`config.mk`:
```
export PLATFORM = sky130hd
export DESIGN_NAME = tx_voq_scheduler
export DESIGN_NICKNAME = d
export VERILOG_FILES = /design/src/rtl/tx_voq_scheduler.sv
export SDC_FILE = /design/constraint.sdc
export NUM_CORES = 1
export LEC_CHECK = 0
export CAP_MARGIN = 10
export CORE_AREA = 2 2 70 79
export CTS_CLUSTER_SIZE = 8
export DETAILED_ROUTE_END_ITERATION = 7
export DIE_AREA = 0 0 72 81
export PLACE_DENSITY_LB_ADDON = 0.3
export SLEW_MARGIN = 0
export SYNTH_ARGS = -nofsm -noshare
export SYNTH_HDL_FRONTEND = slang
export SYNTH_SLANG_ARGS = --single-unit
```
`constraint.sdc`:
```
create_clock -name switch_clk -period 2.3 [get_ports switch_clk]
set_clock_uncertainty 0.2 [all_clocks]
set_input_delay 0.345 -clock switch_clk [delete_from_list [all_inputs] [get_ports switch_clk]]
set_output_delay 0.345 -clock switch_clk [all_outputs]
set_load 0.03 [all_outputs]
```
`src/rtl/tx_voq_scheduler.sv`:
```
// tx_voq_scheduler: picks one ingress VOQ head at a time and offers its start
// pointer to the TX MAC. It holds the offer until the MAC accepts it, then
// follows the MAC ready handshake (drop, then rise) to track the frame in service.
// A watchdog stops a single frame from holding the egress port forever.
// Optional build macro: TX_SCHED_STRICT_PRIO_EN. When it is defined, the
// lowest-index valid port wins. When it is not defined, arbitration is
// round-robin starting after the last granted port.
module tx_voq_scheduler #(
    parameter int NUM_PORTS   = 4,
    parameter int VOQ_DEPTH   = 64,
    parameter int TIMEOUT_CYC = 4096,
    localparam int PTR_W      = $clog2(VOQ_DEPTH),
    localparam int GNT_W      = $clog2(NUM_PORTS)
) (
    input  logic                       switch_clk,
    input  logic                       switch_rst_n,
    input  logic [NUM_PORTS-1:0]       req_valid_i,
    input  logic [NUM_PORTS*PTR_W-1:0] req_ptr_i,
    output logic [NUM_PORTS-1:0]       req_pop_o,
    output logic                       voq_valid_o,
    output logic [PTR_W-1:0]           voq_ptr_o,
    input  logic                       voq_ready_i,
    output logic [GNT_W-1:0]           grant_port_o,
    output logic                       busy_o,
    output logic                       timeout_o
);

    localparam int WD_W = $clog2(TIMEOUT_CYC) + 1;
    localparam logic [WD_W-1:0] WD_EXPIRE = WD_W'(TIMEOUT_CYC - 1);
    localparam logic [WD_W-1:0] WD_MAX    = {WD_W{1'b1}};

    typedef enum logic [1:0] {
        IDLE      = 2'd0,
        OFFER     = 2'd1,
        WAIT_DROP = 2'd2,
        WAIT_RISE = 2'd3
    } state_e;

    state_e            state_q, state_d;
    logic [GNT_W-1:0]  grant_q, grant_d;
    logic [PTR_W-1:0]  ptr_q, ptr_d;
    logic [WD_W-1:0]   wd_q, wd_d;
    logic [GNT_W-1:0]  win_idx;
    logic [PTR_W-1:0]  win_ptr;
    logic              win_found;
    logic              accept;
    logic              wd_expire;

`ifdef TX_SCHED_STRICT_PRIO_EN
    // Fixed priority: scan from the top so that the lowest-index valid port is written last and wins.
    always_comb begin
        win_found = 1'b0;
        win_idx   = '0;
        for (int i = NUM_PORTS - 1; i >= 0; i--) begin
            if (req_valid_i[i]) begin
                win_found = 1'b1;
                win_idx   = GNT_W'(i);
            end
        end
    end
`else
    logic [GNT_W-1:0]  last_q, last_d;
    logic [GNT_W-1:0]  cand;

    // Round-robin: start the search one port after the last grant, wrap around, and take the first valid port.
    always_comb begin
        win_found = 1'b0;
        win_idx   = '0;
        cand      = '0;
        for (int k = 1; k <= NUM_PORTS; k++) begin
            cand = GNT_W'((int'(last_q) + k) % NUM_PORTS);
            if (!win_found && req_valid_i[cand]) begin
                win_found = 1'b1;
                win_idx   = cand;
            end
        end
    end

    // The last-grant register moves only on accept. Reset makes port 0 the next in line.
    always_ff @(posedge switch_clk or negedge switch_rst_n) begin
        if (!switch_rst_n) begin
            last_q <= GNT_W'(NUM_PORTS - 1);
        end else begin
            last_q <= last_d;
        end
    end
`endif

    // Select the head pointer of the winning port.
    always_comb begin
        win_ptr = '0;
        for (int i = 0; i < NUM_PORTS; i++) begin
            if (GNT_W'(i) == win_idx) begin
                win_ptr = req_ptr_i[i*PTR_W +: PTR_W];
            end
        end
    end

    // Next state, offer latch, watchdog, and accept/expiry strobes.
    always_comb begin
        state_d   = state_q;
        grant_d   = grant_q;
        ptr_d     = ptr_q;
        wd_d      = wd_q;
        accept    = 1'b0;
        wd_expire = 1'b0;
`ifndef TX_SCHED_STRICT_PRIO_EN
        last_d    = last_q;
`endif
        case (state_q)
            IDLE: begin
                if (win_found) begin
                    grant_d = win_idx;
                    ptr_d   = win_ptr;
                    state_d = OFFER;
                end
            end
            // Once an offer is latched it is held, even if the requester withdraws.
            OFFER: begin
                if (voq_ready_i) begin
                    accept  = 1'b1;
                    wd_d    = '0;
                    state_d = WAIT_DROP;
`ifndef TX_SCHED_STRICT_PRIO_EN
                    last_d  = grant_q;
`endif
                end
            end
            WAIT_DROP, WAIT_RISE: begin
                if (wd_q != WD_MAX) begin
                    wd_d = wd_q + 1'b1;
                end
                if (wd_q == WD_EXPIRE) begin
                    wd_expire = 1'b1;
                    state_d   = IDLE;
                end else if (state_q == WAIT_DROP && !voq_ready_i) begin
                    state_d = WAIT_RISE;
                end else if (state_q == WAIT_RISE && voq_ready_i) begin
                    state_d = IDLE;
                end
            end
            default: state_d = IDLE;
        endcase
    end

    // State and datapath registers. Async reset returns the scheduler to a clean IDLE.
    always_ff @(posedge switch_clk or negedge switch_rst_n) begin
        if (!switch_rst_n) begin
            state_q <= IDLE;
            grant_q <= '0;
            ptr_q   <= '0;
            wd_q    <= '0;
        end else begin
            state_q <= state_d;
            grant_q <= grant_d;
            ptr_q   <= ptr_d;
            wd_q    <= wd_d;
        end
    end

    // All outputs are decoded from the registered state, so reset clears them at once.
    assign voq_valid_o  = (state_q == OFFER);
    assign voq_ptr_o    = ptr_q;
    assign grant_port_o = grant_q;
    assign busy_o       = (state_q == WAIT_DROP) || (state_q == WAIT_RISE);
    assign timeout_o    = wd_expire;
    assign req_pop_o    = accept ? (NUM_PORTS'(1) << grant_q) : '0;

endmodule

```
==> flow_summary.toml, run 1 <==
[worst_setup_path]
critical_path_arrival_ps = 1650
critPathKind = "flip-flop to output port"
reg2reg_to = "voq_ptr_o[1]"
crit_path_max_fanout = 4
r2r_setup_slack_ps = 150
endpoint_kind = "output port"
startpoint_type = "flip-flop"
r2r-start = "last_q[1]"
cp.required_ps = 1750
r2r_cells = 6

[global_routing]
grt_pass1_vias = 1284
grt_overflow = 0
grtUsageMet2_pct = 20.8
grt_use_met3_pct = 3.60
use_met1_pct = 15.9
track_usage_pct = 12.4
grt_start_max_net_pins = 26
grt_pass1_wl_um = 5760
grt.busiest_layer = "met2"
antenna_found_initial = 0

[floorplan]
io_pins = 46
dieArea_um2 = 5830
rows = 28
fp.dieH_um = 81
start_util_pct = 28.4
fp.dieW_um = 72
coreArea_um2 = 5150

[placed_design]
post_dp_cell_area_um2 = 2050
hpwlAfterDp_um = 2600
port_buffers = 45
placed_cells = 264
gp_congestion = 0.719
place_ws_ps = -238

[logic_synthesis]
synth_seq_area_share_pct = 42.9
ys_ff_latch = 25
syn_area_per_cell_um2 = 9.44
async_flop_share_pct = 100
synth_area_um2 = 1460
yosysUniqueCellTypes = 35
synth_edf_count = 0
synth_top_flop_cell = "dfrtp_1"
syn-num-nets = 187
yosys_warnings = 0
synthCells = 155

[sta]
fin_ws_ps = 102
final.setup.tns_ps = 0
max_clock_freq_mhz = 455
maxSlewViolCount = 0
tightest_slew_ps = 464
setup_violations = 0
period_needed_ps = 2200
max_slew_margin_pct = 68.6
finalCritPeriodShare_pct = 95.6
fin_hold_ws_ps = 234
final-hold-violation-count = 0

[route]
drc = 0
dr.pass1.iters = 6
routed_wl_um = 3480
avgRoutedWirePerCell_um = 12.9
avgViaCountPerCell = 5.05
vias = 1364
ant_nets = 0
drtIter0Drc = 41

[layout]
multiInputGateArea_um2 = 885
ff_latch_area_um2 = 628
fillers = 491
fin_nets = 243
n_antenna_cell = 0
design_area_um2 = 2220
syn2layout_area_growth_pct = 51.5
layout-drive-gt1-share_pct = 19.0
finalNonFillerCells = 270
final_cell_mix = "37 x clkdlybuf4s50_1, 23 x dfrtp_1, 21 x nor2_1, 19 x nand2_1, 17 x buf_4"
final_common_cell = "clkdlybuf4s50_1"

[cts]
cts-root-buf = "clkbuf_8"
clkTransAtPathRegs_ps = 90
cts_buffers = 3
worstSkewPairLatency_ps = 270
clock_path_buffers = 2
cts_tree = "built"
cts_sinks = 25
htreeDepth = 1

[power_and_ir_drop]
switching_share_pct = 41.2
intPower_mw = 1.36
p_clk_share_pct = 11.5
ir_worst_vdd_uv = 481
p_per_area_nw_per_um2 = 1040
pwr-share-seq_pct = 32.4
p_leak_nw = 0.970
combPwrFrac_pct = 56.1
switchingPower_uw = 952

[run]
cap_violations = 0

[status]
status = "finished clean"

[hold_path]
holdCritPathClass = "input pin to asynchronous set/reset pin"
## critical path, stage by stage (launching register included)
cell     delay [ps]
dfrtp_1         440
ha_4            170
and3_4          180
nand4_1         140
nor3b_2         250
buf_4           190
## layer usage
layer  vias up  part of all wire, %
li1        674                    -
met1       654                   44
met2        34                   50
met3         2                  5.8
met4         0                 0.20
met5         -                    0
## worst max-delay path by stage
stage,start,to,slack [ps],cells after the start
finish,wd_q[0],timeout_o,100,5
global placement,req_valid_i[0],voq_ptr_o[1],-210,7
detailed placement,req_valid_i[0],voq_ptr_o[1],-240,7
CTS,req_valid_i[0],voq_ptr_o[1],40,7
floorplan,state_q[1],req_pop_o[2],60,5
global route,wd_q[0],timeout_o,-9,5
## registers in the layout (all words and copies together), names as in the netlist
register and flops:
grant_port_o 2, last_q 2, state_q 2, voq_ptr_o 6, wd_q 13
## area by class of cell
cell class	instances	share of cell area [%]
Inverter	1	0.169
Clock buffer	3	1.86
Sequential cell	25	28.3
Tap cell	60	3.38
Timing Repair Buffer	59	26.2
Multi-Input combinational cell	121	39.9
Clock inverter	1	0.226
## synth_stat cells (2+ instances only)
library cell / n / share of area [%]
a211oi_1: 6 / 3.1
a21oi_1: 4 / 1.4
a221o_1: 6 / 4.1
and2_1: 2 / 0.85
and3_1: 5 / 2.1
and4_1: 5 / 3.0
clkbuf_1: 7 / 1.8
dfrtp_1: 23 / 39
dfstp_2: 2 / 3.6
mux2i_1: 14 / 9.6
nand2_1: 19 / 4.9
nand2b_1: 3 / 1.3
nand3_1: 5 / 1.7
nand4_1: 4 / 1.7
nor2_1: 21 / 5.4
nor3_1: 4 / 1.4
nor3b_1: 2 / 1.0
o21ai_0: 3 / 1.0
xnor2_1: 3 / 1.8
xor2_1: 2 / 1.2
## per-stage QoR
step	power (mW)	util [%]
after floorplan	1.48	-
after global placement	1.91	39.8
after detailed placement	1.92	39.8
after CTS	2.20	40.8
after global routing	2.46	43.1
final	2.31	43.1
## timing repair
item	4_1_cts	5_1_grt
resized for setup	1	16
setup endpoints to repair	1	5
buffers inserted	0	1
pin swaps	0	3
hold buffers	0	0
gates cloned	0	1
## kinds of logic (layout without fill, tap and decap cells)
group           count (synthesis)  count (layout)  share of synthesized area, %
mux                            14              14                          9.57
fa+ha+maj                       1               1                         0.855
xor+xnor                        5               5                          2.99
compound gates                 27              27                          15.0
simple gates                   74              74                          25.6
buf+inv                         9              64                          3.08
flops                          25              25                          42.9
## power by group through the flow
stage | clock [mW] | sequential, mW | combinational (mW)
after floorplan | 0 | 0.852 | 0.631
after global placement | 0 | 0.745 | 1.16
after global routing | 0.293 | 0.771 | 1.39
after CTS | 0.277 | 0.738 | 1.19
final | 0.266 | 0.747 | 1.29
after detailed placement | 0 | 0.744 | 1.18
No activity file was read; power rests on OpenSTA's default activity.
==> inputs of run 2 (changes only) <==
--- a/config.mk
+++ b/config.mk
@@ -5,11 +5,11 @@
 export SDC_FILE = /design/constraint.sdc
 export NUM_CORES = 1
 export LEC_CHECK = 0
-export CAP_MARGIN = 10
+export CAP_MARGIN = 0
 export CORE_AREA = 2 2 70 79
-export CTS_CLUSTER_SIZE = 8
 export DETAILED_ROUTE_END_ITERATION = 7
 export DIE_AREA = 0 0 72 81
+export HOLD_SLACK_MARGIN = 0.1
 export PLACE_DENSITY_LB_ADDON = 0.3
 export SLEW_MARGIN = 0
 export SYNTH_ARGS = -nofsm -noshare
==> results of run 2 <==
No change in the layout: final DEF, timing and power equal those of run 1.
==> inputs of run 3 (changes only) <==
--- a/config.mk
+++ b/config.mk
@@ -5,10 +5,12 @@
 export SDC_FILE = /design/constraint.sdc
 export NUM_CORES = 1
 export LEC_CHECK = 0
+export ABC_AREA = 1
 export CAP_MARGIN = 0
-export CORE_AREA = 2 2 70 79
+export CORE_AREA = 2 2 78 87
+export CTS_BUF_LIST = sky130_fd_sc_hd__clkbuf_4
 export DETAILED_ROUTE_END_ITERATION = 7
-export DIE_AREA = 0 0 72 81
+export DIE_AREA = 0 0 80 89
 export HOLD_SLACK_MARGIN = 0.1
 export PLACE_DENSITY_LB_ADDON = 0.3
 export SLEW_MARGIN = 0
==> run 3 against run 2 <==
Net effect: the run now ends with setup timing left; critical path depth up 9; flip-flop and latch count is the same; combinational power is 130% higher; critical path type is now flip-flop to flip-flop; critical endpoint is now voq_ptr_o[4]; highest routed layer unchanged.
==> flow_summary.toml, run 3 <==
[global_routing]
use_met1_pct = 15.9
grt.busiest_layer = "met2"
antenna_found_initial = 0
grt_overflow = 0
grtUsageMet2_pct = 23.9
grt_pass1_vias = 1758
track_usage_pct = 13.1
grt_start_max_net_pins = 26
grt_use_met3_pct = 2.63
grt_pass1_wl_um = 7540

[logic_synthesis]
synth-compound-area-share_pct = 11.8
synthMuxAreaShare_pct = 0
netlist_top_cells_count = "78 x nand2_1, 24 x inv_1, 23 x dfrtp_1"
yosysUniqueCellTypes = 34
ys_ff_latch = 25
synth_fa_ha_area_share_pct = 0.687
synth_area_um2 = 1820
synth_top_family_by_area = "simple AND/OR/NAND/NOR gates"
yosysMostFrequentCell = "nand2_1"
synth_xor_area_share_pct = 0.481
synth_area_leaders = "dfrtp_1 32%, nand2_1 16%, nand3_1 5.5%, inv_1 4.9%, nor2_1 4.5%"
yosys.area_share.simple_pct = 44.1
synth_area_leader_cell = "dfrtp_1"
async_flop_share_pct = 100
synth_top_area_share_pct = 31.6
syn-num-nets = 287
synth_seq_area_share_pct = 34.5
syn_area_per_cell_um2 = 7.14
synthCells = 255
synth_top_flop_cell = "dfrtp_1"
yosys_warnings = 0
synth_edf_count = 0

[route]
routed_wl_um = 5060
avgViaCountPerCell = 4.73
dr.pass1.iters = 4
ant_nets = 0
avgRoutedWirePerCell_um = 12.4
vias = 1929
drtIter0Drc = 39
drc = 0

[layout]
syn2layout_area_growth_pct = 55.2
largest_reg_flops = 13
regMostFlops = "wd_q"
fillers = 639
n_antenna_cell = 0
layout-drive-gt1-share_pct = 32.9
design_area_um2 = 2830
final_common_cell = "nand2_1"
finalNonFillerCells = 408
fin_nets = 361
final_cell_mix = "64 x nand2_1, 39 x clkdlybuf4s50_1, 23 x inv_1, 23 x dfrtp_1, 23 x buf_4"

[floorplan]
rows = 30
dieArea_um2 = 7120
io_pins = 46
start_util_pct = 29.6
coreArea_um2 = 6160
fp.dieH_um = 89
fp.dieW_um = 80

[cts]
htreeDepth = 1
cts_buffers = 3
worstSkewPairLatency_ps = 330
cts-root-buf = "clkbuf_4"
clkTransAtPathRegs_ps = 150
cts_hold_buffers = 0
cts_sinks = 25
cts_tree = "built"
clock_path_buffers = 2

[sta]
finalCritPeriodShare_pct = 101
grt_setup_unrepaired = "true"
max_slew_margin_pct = 78.0
max_clock_freq_mhz = 429
final.setup.tns_ps = -53.9
setup_violations = 6
period_needed_ps = 2330
fin_ws_ps = -30.0
final-hold-violation-count = 0
tightest_slew_ps = 329
maxSlewViolCount = 0

[power_and_ir_drop]
intPower_mw = 1.98
p_leak_nw = 1.33
switchingPower_mw = 2.02
switching_share_pct = 50.5
p_clk_share_pct = 5.0
p_per_area_nw_per_um2 = 1420
combPwrFrac_pct = 75.6
ir_worst_vdd_uv = 802
pwr-share-seq_pct = 19.3

[placed_design]
post_dp_cell_area_um2 = 2420
hpwlAfterDp_um = 3410
gp_congestion = 0.788
placed_cells = 385
port_buffers = 45

[hold_path]
holdCritPathClass = "input pin to asynchronous set/reset pin"

[worst_setup_path]
cp.required_ps = 2320
crit_path_max_fanout = 8
critical_path_arrival_ps = 2350
startpoint_type = "flip-flop"
critPathKind = "flip-flop to flip-flop"
endpoint_kind = "flip-flop"

[status]
status = "finished with violations"
violations = "setup timing"

[run]
cap_violations = 0
## run 3: power groups by stage
stage	sequential (mW)	combinational, mW	clock (mW)
after floorplan	0.865	1.60	0
after global placement	0.776	2.32	0
after detailed placement	0.776	2.36	0
after CTS	0.766	2.38	0.213
after global routing	0.796	3.30	0.228
final	0.773	3.03	0.202
## run 3: area by class of cell
class / instances / area, µm² / share of cell area, %
clock buffer: 3 / 22.5 / 0.797
inverter: 27 / 106 / 3.76
clock inverter: 1 / 5.00 / 0.177
tap: 80 / 100 / 3.54
multi-input combinational: 199 / 1250 / 44.2
sequential: 25 / 628 / 22.2
timing repair buffer: 73 / 714 / 25.3
## run 3: per-stage QoR
step | power [mW] | util (%) | hold slack (ps) | worst slack [ps]
after CTS | 3.36 | 40.0 | 169 | 16.9
final | 4.00 | 45.9 | 157 | -30.0
after floorplan | 2.46 | - | -151 | 174
after detailed placement | 3.14 | 39.4 | 270 | -82.1
after global placement | 3.10 | 39.4 | 272 | -57.1
after global routing | 4.32 | 45.9 | 171 | -157
## run 3: timing repair
action,CTS,global route
setup endpoints to repair,1,13
setup buffers,1,16
resized for setup,1,60
endpoints found under the hold margin,0,0
pin swaps,0,20
gates cloned,0,2
## run 3: worst paths after layout
path / start / to / slack, ps / cells after the start
setup / recovery: last_q[0] / voq_ptr_o[4] / -30 / 14
hold / removal: switch_rst_n / wd_q[8] / 160 / 2
setup reg to reg: last_q[0] / voq_ptr_o[4] / -30 / 14
hold reg to reg: voq_ptr_o[3] / voq_ptr_o[3] / 300 / 2
max in group asynchronous: switch_rst_n / last_q[1] / 1440 / 2
min in group switch_clk: voq_ptr_o[3] / voq_ptr_o[3] / 300 / 2
## run 3: metal layers
layer,vias to the layer above,wire length [µm]
met2,45,2700
met5,-,0
met3,6,163
met1,896,2140
li1,982,-
met4,0,55
## run 3: logic make-up after synthesis
logic type | after synthesis
flip-flops | 25
adder cells (fa/ha/maj) | 1
AND/OR/NAND/NOR | 162
buffers and inverters | 33
XOR/XNOR | 1
AO/OA/AOI/OAI | 33
## run 3: worst max-delay path: stages (launching register included)
cell	delay [ps]
dfstp_2	640
buf_12	160
nand2_4	60
nand2_4	80
nand2_4	70
nand2_4	100
nor2_4	60
a21oi_4	210
buf_6	150
nand3_4	130
buf_6	150
o21ai_2	50
nand3_2	80
nand2_1	50
nand2_1	40
